--- src/rtl/program_loader_if.sv ---
// Byte-stream input and program-memory write port of the program loader.
// The master drives program bytes; the slave (the loader) accepts them and drives the memory port.
interface program_loader_if #(
  parameter int ADDR_W = 16
);
  logic [7:0]        byte_in;
  logic              byte_valid;
  logic              byte_last;
  logic              byte_ready;
  logic              mem_wr;
  logic [15:0]       iin;
  logic [ADDR_W-1:0] endereco_ext;

  modport master (
    output byte_in, byte_valid, byte_last,
    input  byte_ready, mem_wr, iin, endereco_ext
  );

  modport slave (
    input  byte_in, byte_valid, byte_last,
    output byte_ready, mem_wr, iin, endereco_ext
  );
endinterface

--- src/rtl/program_loader.sv ---
// Assembles a byte-serial program image into 16-bit words, high byte first, and writes them
// to consecutive program-memory addresses from 0. Raises run once the whole image is in memory.
module program_loader #(
  parameter int MAX_WORDS = 256,
  parameter int ADDR_W    = 16
) (
  input  logic              clock,
  input  logic              resetn,
  input  logic              start,
  program_loader_if.slave   bus,
  output logic              run,
  output logic              busy,
  output logic              truncated,
  output logic [ADDR_W-1:0] words_loaded,
  output logic [15:0]       checksum
);

  typedef enum logic [2:0] {
    S_IDLE,
    S_HI,
    S_LO,
    S_WRITE,
    S_DONE
  } state_e;

  localparam logic [ADDR_W:0] CAPACITY = (ADDR_W + 1)'(MAX_WORDS);

  state_e            state_q, state_d;
  logic [7:0]        hi_q, hi_d;
  logic [15:0]       iin_q, iin_d;
  logic              last_q, last_d;
  logic [ADDR_W-1:0] count_q, count_d;
  logic [15:0]       csum_q, csum_d;
  logic              trunc_q, trunc_d;

  logic accept;
  logic full;

  assign accept = bus.byte_valid & bus.byte_ready;
  // The word being written in WRITE is the last one that fits.
  assign full   = (({1'b0, count_q} + (ADDR_W + 1)'(1)) == CAPACITY);

  // NOTE: sequential state uses non-blocking assignments and an asynchronous active-low reset,
  // so a reset mid-load removes the write strobe at once instead of at the next edge.
  always_ff @(posedge clock or negedge resetn) begin
    if (!resetn) begin
      state_q <= S_IDLE;
    end else begin
      state_q <= state_d;
    end
  end

  // NOTE: every combinational output takes a default first so no path can infer a latch.
  always_comb begin
    state_d = state_q;
    if (start) begin
      state_d = S_HI;
    end else begin
      unique case (state_q)
        S_IDLE:  state_d = S_IDLE;
        S_HI:    if (accept) state_d = S_LO;
        S_LO:    if (accept) state_d = S_WRITE;
        S_WRITE: state_d = (last_q || full) ? S_DONE : S_HI;
        S_DONE:  state_d = S_DONE;
        default: state_d = S_IDLE;
      endcase
    end
  end

  always_comb begin
    bus.byte_ready = 1'b0;
    bus.mem_wr     = 1'b0;
    busy           = 1'b0;
    run            = 1'b0;
    unique case (state_q)
      S_HI: begin
        bus.byte_ready = 1'b1;
        busy           = 1'b1;
      end
      S_LO: begin
        bus.byte_ready = 1'b1;
        busy           = 1'b1;
      end
      S_WRITE: begin
        bus.mem_wr = 1'b1;
        busy       = 1'b1;
      end
      S_DONE:  run = 1'b1;
      default: ;
    endcase
  end

  // Datapath next-state: start wins over any byte accepted or write closing on the same edge.
  always_comb begin
    hi_d    = hi_q;
    iin_d   = iin_q;
    last_d  = last_q;
    count_d = count_q;
    csum_d  = csum_q;
    trunc_d = trunc_q;
    if (start) begin
      last_d  = 1'b0;
      count_d = '0;
      csum_d  = '0;
      trunc_d = 1'b0;
    end else begin
      unique case (state_q)
        S_HI: begin
          if (accept) hi_d = bus.byte_in;
        end
        S_LO: begin
          if (accept) begin
            iin_d  = {hi_q, bus.byte_in};
            last_d = bus.byte_last;
          end
        end
        S_WRITE: begin
          count_d = count_q + ADDR_W'(1);
          csum_d  = csum_q + iin_q;
          if (!last_q && full) trunc_d = 1'b1;
        end
        default: ;
      endcase
    end
  end

  always_ff @(posedge clock or negedge resetn) begin
    if (!resetn) begin
      hi_q    <= '0;
      iin_q   <= '0;
      last_q  <= 1'b0;
      count_q <= '0;
      csum_q  <= '0;
      trunc_q <= 1'b0;
    end else begin
      hi_q    <= hi_d;
      iin_q   <= iin_d;
      last_q  <= last_d;
      count_q <= count_d;
      csum_q  <= csum_d;
      trunc_q <= trunc_d;
    end
  end

  // Address and word count always advance together, so one counter feeds both.
  assign bus.iin          = iin_q;
  assign bus.endereco_ext = count_q;
  assign words_loaded     = count_q;
  assign checksum         = csum_q;
  assign truncated        = trunc_q;

endmodule

--- src/flat_wrapper.sv ---
// flat-port wrapper written by rule: the top's interface ports become plain ports
module program_loader_flat 
#(
  parameter int MAX_WORDS = 256,
  parameter int ADDR_W    = 16
)
  (clock, resetn, start, run, busy, truncated, words_loaded, checksum, bus_byte_in, bus_byte_valid, bus_byte_last, bus_byte_ready, bus_mem_wr, bus_iin, bus_endereco_ext);
  program_loader_if #(.ADDR_W(ADDR_W)) bus_i ();
  input  logic clock;
  input  logic resetn;
  input  logic start;
  output logic run;
  output logic busy;
  output logic truncated;
  output logic [ADDR_W-1:0] words_loaded;
  output logic [15:0] checksum;
  input wire logic [$bits(bus_i.byte_in)-1:0] bus_byte_in;
  input wire logic [$bits(bus_i.byte_valid)-1:0] bus_byte_valid;
  input wire logic [$bits(bus_i.byte_last)-1:0] bus_byte_last;
  output wire logic [$bits(bus_i.byte_ready)-1:0] bus_byte_ready;
  output wire logic [$bits(bus_i.mem_wr)-1:0] bus_mem_wr;
  output wire logic [$bits(bus_i.iin)-1:0] bus_iin;
  output wire logic [$bits(bus_i.endereco_ext)-1:0] bus_endereco_ext;
  assign bus_i.byte_in = bus_byte_in;
  assign bus_i.byte_valid = bus_byte_valid;
  assign bus_i.byte_last = bus_byte_last;
  assign bus_byte_ready = bus_i.byte_ready;
  assign bus_mem_wr = bus_i.mem_wr;
  assign bus_iin = bus_i.iin;
  assign bus_endereco_ext = bus_i.endereco_ext;
  program_loader #(.MAX_WORDS(MAX_WORDS), .ADDR_W(ADDR_W)) u_core (.clock(clock), .resetn(resetn), .start(start), .bus(bus_i), .run(run), .busy(busy), .truncated(truncated), .words_loaded(words_loaded), .checksum(checksum));
endmodule
--- config.mk ---
export PLATFORM = sky130hd
export DESIGN_NAME = program_loader_flat
export DESIGN_NICKNAME = d
export VERILOG_FILES = /design/src/rtl/program_loader_if.sv /design/src/rtl/program_loader.sv /design/src/flat_wrapper.sv
export SDC_FILE = /design/constraint.sdc
export NUM_CORES = 1
export LEC_CHECK = 0
export BUFFER_PORTS_ARGS = -buffer_cell sky130_fd_sc_hd__buf_4
export CORE_MARGIN = 1
export CORE_UTILIZATION = 48
export DETAILED_ROUTE_END_ITERATION = 6
export PLACE_DENSITY = 0.75
export RECOVER_POWER = 100
export SYNTH_ARGS = -nofsm -noshare
export SYNTH_HDL_FRONTEND = slang
export SYNTH_SLANG_ARGS = --single-unit
--- constraint.sdc ---
create_clock -name clock -period 2.2 [get_ports clock]
set_input_delay 0.44 -clock clock [delete_from_list [all_inputs] [get_ports clock]]
set_output_delay 0.44 -clock clock [all_outputs]
set_load 0.01 [all_outputs]
* Yosys cells after proc, flatten, opt, wreduce, memory -nomap -nowiden *
Index checks and enable logic that the tools add are counted.

storage, ports and cells
  flip-flop bits (word level) = 61
  bits in latches = 0
  RAM bits = 0
  bits in read-only memories = 0
  input port bits = 13
  logic and storage cells = 52
  memories = 0

cells by class
  add/sub/neg operators = 3
  $mul = 0
  divide/modulo/power cells = 0
  order comparisons = 0
  equal/unequal tests = 7
  shifts and indexed selects = 0
  multiplexer cells = 19
  bitwise gates (word level) = 2
  reductions and logical operators = 14

operators with widths
  operator                                                count
  two-way mux 16 bit                                      4
  adder 16 x 1 -> 17 bit (second input constant)          1
  == test 17 x 9 -> 1 bit (second input constant)         1
  adder 16 x 1 -> 16 bit (second input constant)          1
  adder 16 bit                                            1
  two-way mux 3 bit                                       4
  one-hot mux 3 bit (4 select lines)                      1
  two-way mux 1 bit                                       10
  nonzero test 2 bit                                      4
  == test 3 x 2 -> 1 bit (second input constant)          2
  inequality test 3 x 2 -> 1 bit (second input constant)  2
  AND reduction 2 bit                                     3
  AND reduction 3 bit                                     2
  == test 3 x 1 -> 1 bit (second input constant)          1
  == test 3 bit (second input constant)                   1
  OR reduction 3 bit                                      1
  OR reduction 2 bit                                      1
  bitwise AND 1 bit                                       1
  logical AND 1 bit                                       1
  logical NOT 1 bit                                       1
  logical OR 1 bit                                        1
  inverter 1 bit                                          1

* Depth between registers and ports, before layout *
  depth in word-level cells = 7
  gate-level depth with buffers = 9
  gate-level depth less buffers = 8

* Worst setup path after synthesis *
Ideal clock, no wire load.

  path kind = register to register
  start = register u_core.iin_q[0], in the netlist u_core.bus.iin[0]
  end = register u_core.csum_q[14], in the netlist u_core.checksum[14]
  setup time = 0.125 ns
  arrival = 2.158 ns
  slack = -0.083 ns
  cell stages (with the launch flop) = 9
  period minus slack after synthesis = 2.283 ns
  cell sequence = dfrtp_1 ha_1 fa_1 a211oi_1 o21a_1 o31ai_2 a311oi_1 or4_1 nand3_1

on the way
  word-level cells in the longest chain between the ends = 3

RTL lines
  item                      RTL line               source
  start: declaration        program_loader.sv:30   logic [15:0] iin_q, iin_d;
  start signal: assignment  program_loader.sv:137  iin_q <= iin_d;
  adder 16 bit              program_loader.sv:119  csum_d = csum_q + iin_q;
  two-way mux 16 bit        program_loader.sv:107  unique case (state_q)
  two-way mux 16 bit        program_loader.sv:101  if (start) begin
  end signal: assignment    program_loader.sv:140  csum_q <= csum_d;
  end: declaration          program_loader.sv:33   logic [15:0] csum_q, csum_d;

Every way passes these cells. The select of a mux whose other input is x is not followed.
A chain may end at the register's enable or synchronous reset.

* Worst setup path in the final report *
  start = register u_core.iin_q[12], in the netlist u_core.bus.iin[12]
  end = register u_core.csum_q[15], in the netlist u_core.checksum[15]

The elaborated chain is that of the path after synthesis.

==> impl_results.md <==
* DRT Pass-1 Iters at 4
* Synth Cell Area at about 0.0037 mm²
* Row count at 31
* Met2 Resource Use GR at 0.4129
* Share of flip-flops with an asynchronous set or reset at 1.000
* Buffers & Inverters on Critical Path at 0
* Total Power at 0.003593 W
* Met3 usage at 0.04247
* Max Fclk at about 450 MHz
* Critical path class: flip-flop to flip-flop
* EDFF count, synth at 0
* CP endpoint: u_core.checksum[15]
* Startpoint types: flip-flop
* Min Tclk post-route at 2.218 ns
* Core Area at 0.007331 mm²
* CP max FO at 5
* Crit share post-route at 1.008
* H-tree levels at 3
* GRT met1 Usage at 0.3052
* Clk slew on worst S/H paths at ~0.070 ns
* Nets at 502
* Reg2reg setup slack at -0.02 ns
* FF-to-FF Start: u_core.bus.iin[12]
* Synthesized flop and latch total at between 60 and 70
* Io pins at between 80 and 90
* Max VDD drop at 0.0004486 V
* Max stage delay cell, worst path: dfrtp_1
* Sequential fraction of the synthesis area at 0.4151
* Die Ht at 89.53 µm
* Worst skew pair latency at about 0.35 ns
* Leakage Power at 2.126 nW
* Failing checks: negative setup slack
* Largest net degree at the start of global routing at a little over 40
* Chip width at about 90 µm
* Overall die area at between 0.008 and 0.009 mm²
* Global-route wire length before repair at between 10,000 and 15,000 µm
* # diodes at 0
* Setup violators final at 1
* Number of global-route vias before repair at slightly above 3k
* Area growth syn-to-layout at 28.89%
* Critical Path Stages at 7
* Worst Path Arrival at between 2 and 2.5 ns
* Hold crit path type: input port to async pin
* R2R Path End: u_core.checksum[15]
* Post-Syn Area per Cell at between 9 and 10 µm²
* Inserted Clock Buffers at 9
* Initial antenna violation count at 0
* Global route overflow at 0
* Drt total wl at roughly 9200 µm
* Via Count at between 3k and 4k
* Wirelength per Cell at between 15 and 20 µm
* Initial Util at 0.5016
* Status: finished with violations
* Global placer's final weighted congestion at 0.8825
* Number of cells on the worst reg-to-reg path at 7
* Critical Path RT at ~2.4 ns
* Tot GR Track Use at 0.2428
* CTS tree: yes
* Pwr/cell area at about 760 mW/mm²
* DRT antenna net count at 0
* Clock Tree Buf Depth at 2
* Worst-margin pin slew at approximately 1 ns
* I/O Buffers at 81
* Syn Inst Count at between 300 and 400
* Yosys warns at 0
* Setup WS post-layout at -0.01788 ns
* Starting DRT DRC Count at ~120
* Synthesized net count at between 400 and 500
* RSZ-0062 raised after global routing: true
* Layout cells sized above 1 at 0.3235
* Library cells used by synthesis at 58
* Most frequent cells in the layout: buf_4, dfrtp_1, nand2_1
* Top Usage Layer GRT: met2
* Core Util, Final at 0.6465
* Commonest non-fill, non-tap cell in the layout: buf_4
* CP Capture Type: flip-flop
* Vias/cell at approximately 5.6
* Final Hold Fails at 0
* Max transition margin at 0.3453
* Skew final at around 0.0098 ns
* Top FF cell, synth: dfrtp_1
* Post-DP HPWL at between 6000 and 7000 µm
* Root Buffer: clkbuf_8
* Final Max Tran Viols at 0
* Critical Path Start: u_core.bus.iin[12]
* DRC at 0
* Crit path max-delay family: multiplexers
* Max cap viols at 0
* Worst stage delay on the critical path at around 0.41 ns
* Clock Sinks at 61
* Hold buffer count at CTS at 0
* Crit-path cells: ha_1 -> o21ai_0 -> nor2_1 -> or3_1 -> a41o_1 -> mux2i_1 -> mux2_1
==> stage by stage <==
step	cell area, µm²	worst slack [ns]	instances	hold WS (ns)	setup TNS [ns]
2_1_floorplan	3690	-0.004686	376	0.1444	-0.004686
3_3_place_gp	4478	-0.03196	557	0.4480	-0.03684
3_5_place_dp	4478	-0.09114	557	0.4487	-0.1579
4_1_cts	4758	0.02162	575	0.07371	0
5_1_grt	4740	-0.1364	575	0.3255	-0.3439
6_report	4740	-0.01788	575	0.2459	-0.01788
==> cells in the mapped netlist (2+ instances only) <==
master / count / area [µm²]
xor2_1: 11 / 96.34
and3_1: 2 / 12.51
inv_1: 5 / 18.77
or3_1: 3 / 18.77
mux2i_1: 3 / 30.03
a311oi_1: 2 / 17.52
a21oi_1: 24 / 120.1
a211oi_2: 2 / 25.02
nor2b_1: 2 / 12.51
a21o_1: 3 / 22.52
xnor2_1: 12 / 105.1
dfrtp_1: 61 / 1526
nand4_1: 9 / 56.30
nor3_1: 6 / 30.03
buf_4: 16 / 120.1
nor3_2: 4 / 40.04
nand3_1: 13 / 65.06
nand2_1: 40 / 150.1
o21ai_0: 9 / 45.04
o21bai_1: 5 / 37.54
nor2_1: 33 / 123.9
or4_1: 3 / 22.52
ha_1: 17 / 212.7
mux2_2: 23 / 259.0
clkbuf_1: 8 / 30.03
a211oi_1: 3 / 22.52
o21a_1: 3 / 22.52
nor4_1: 2 / 12.51
o221ai_1: 2 / 17.52
o21ai_1: 5 / 25.02
a211o_1: 5 / 43.79
buf_2: 6 / 30.03
o211a_1: 2 / 20.02
mux2_1: 2 / 22.52
o211ai_1: 3 / 22.52
nand2b_1: 5 / 31.28
==> routing by layer <==
layer,part of all wire,up-vias
li1,-,1532
met1,0.44,1557
met2,0.49,107
met3,0.065,10
met4,0.011,0
met5,0,-
==> state kept, by name, indices dropped and copies added (netlist names) <==
| signal | count |
|---|---|
| u_core.bus.iin | 16 |
| u_core.last_q | 1 |
| u_core.checksum | 16 |
| u_core.state_q | 3 |
| u_core.truncated | 1 |
| u_core.hi_q | 8 |
| u_core.bus.endereco_ext | 16 |
==> worst min-delay path by stage <==
| stage | start | end | cells after the start |
|---|---|---|---|
| 2_1_floorplan | resetn | u_core.bus.endereco_ext[0] | 0 |
| 3_3_place_gp | resetn | u_core.bus.endereco_ext[2] | 1 |
| 3_5_place_dp | resetn | u_core.bus.endereco_ext[2] | 1 |
| 4_1_cts | resetn | u_core.bus.endereco_ext[12] | 1 |
| 5_1_grt | resetn | u_core.bus.endereco_ext[12] | 1 |
| 6_report | resetn | u_core.bus.endereco_ext[12] | 1 |
==> area by class of cell <==
cell class / count / area (µm²)
Clock buffer: 10 / 137.6
Clock inverter: 6 / 86.33
Fill cell: 599 / 2591
Inverter: 6 / 22.52
Multi-Input combinational cell: 278 / 2087
Sequential cell: 61 / 1526
Tap cell: 99 / 123.9
Timing Repair Buffer: 115 / 755.7
==> report_power, final <==
group | internal, W | switching (W)
sequential | 0.00127 | 0.000154
combinational | 0.000528 | 0.000520
clock | 0.000666 | 0.000456
total | 0.00246 | 0.00113
==> worst register-to-register path: cells and delay by family, from the launching register on <==
family | cells | cell delay (ns)
compound gates | 2 | 0.37
fa+ha+maj | 1 | 0.36
flops | 1 | 0.41
mux | 2 | 0.49
simple gates | 2 | 0.47
==> repair_timing <==
action | in CTS | in global routing
buffers inserted | 2 | 1
setup endpoints to repair | 3 | 8
gates resized for setup | 5 | 14
endpoints found under the hold margin | 0 | 0
pin swaps | 5 | 8
==> cells by family (layout without fill, tap and decap cells) <==
kind of cell    after synthesis  count (layout)  synth area share
compound gates               78              78            0.1487
xor+xnor                     23              23           0.05478
fa+ha+maj                    18              18           0.06329
buf+inv                      37             137           0.05614
flops                        61              61            0.4151
mux                          28              28           0.08472
simple gates                131             131            0.1773
(Power assumes the default switching activity.)
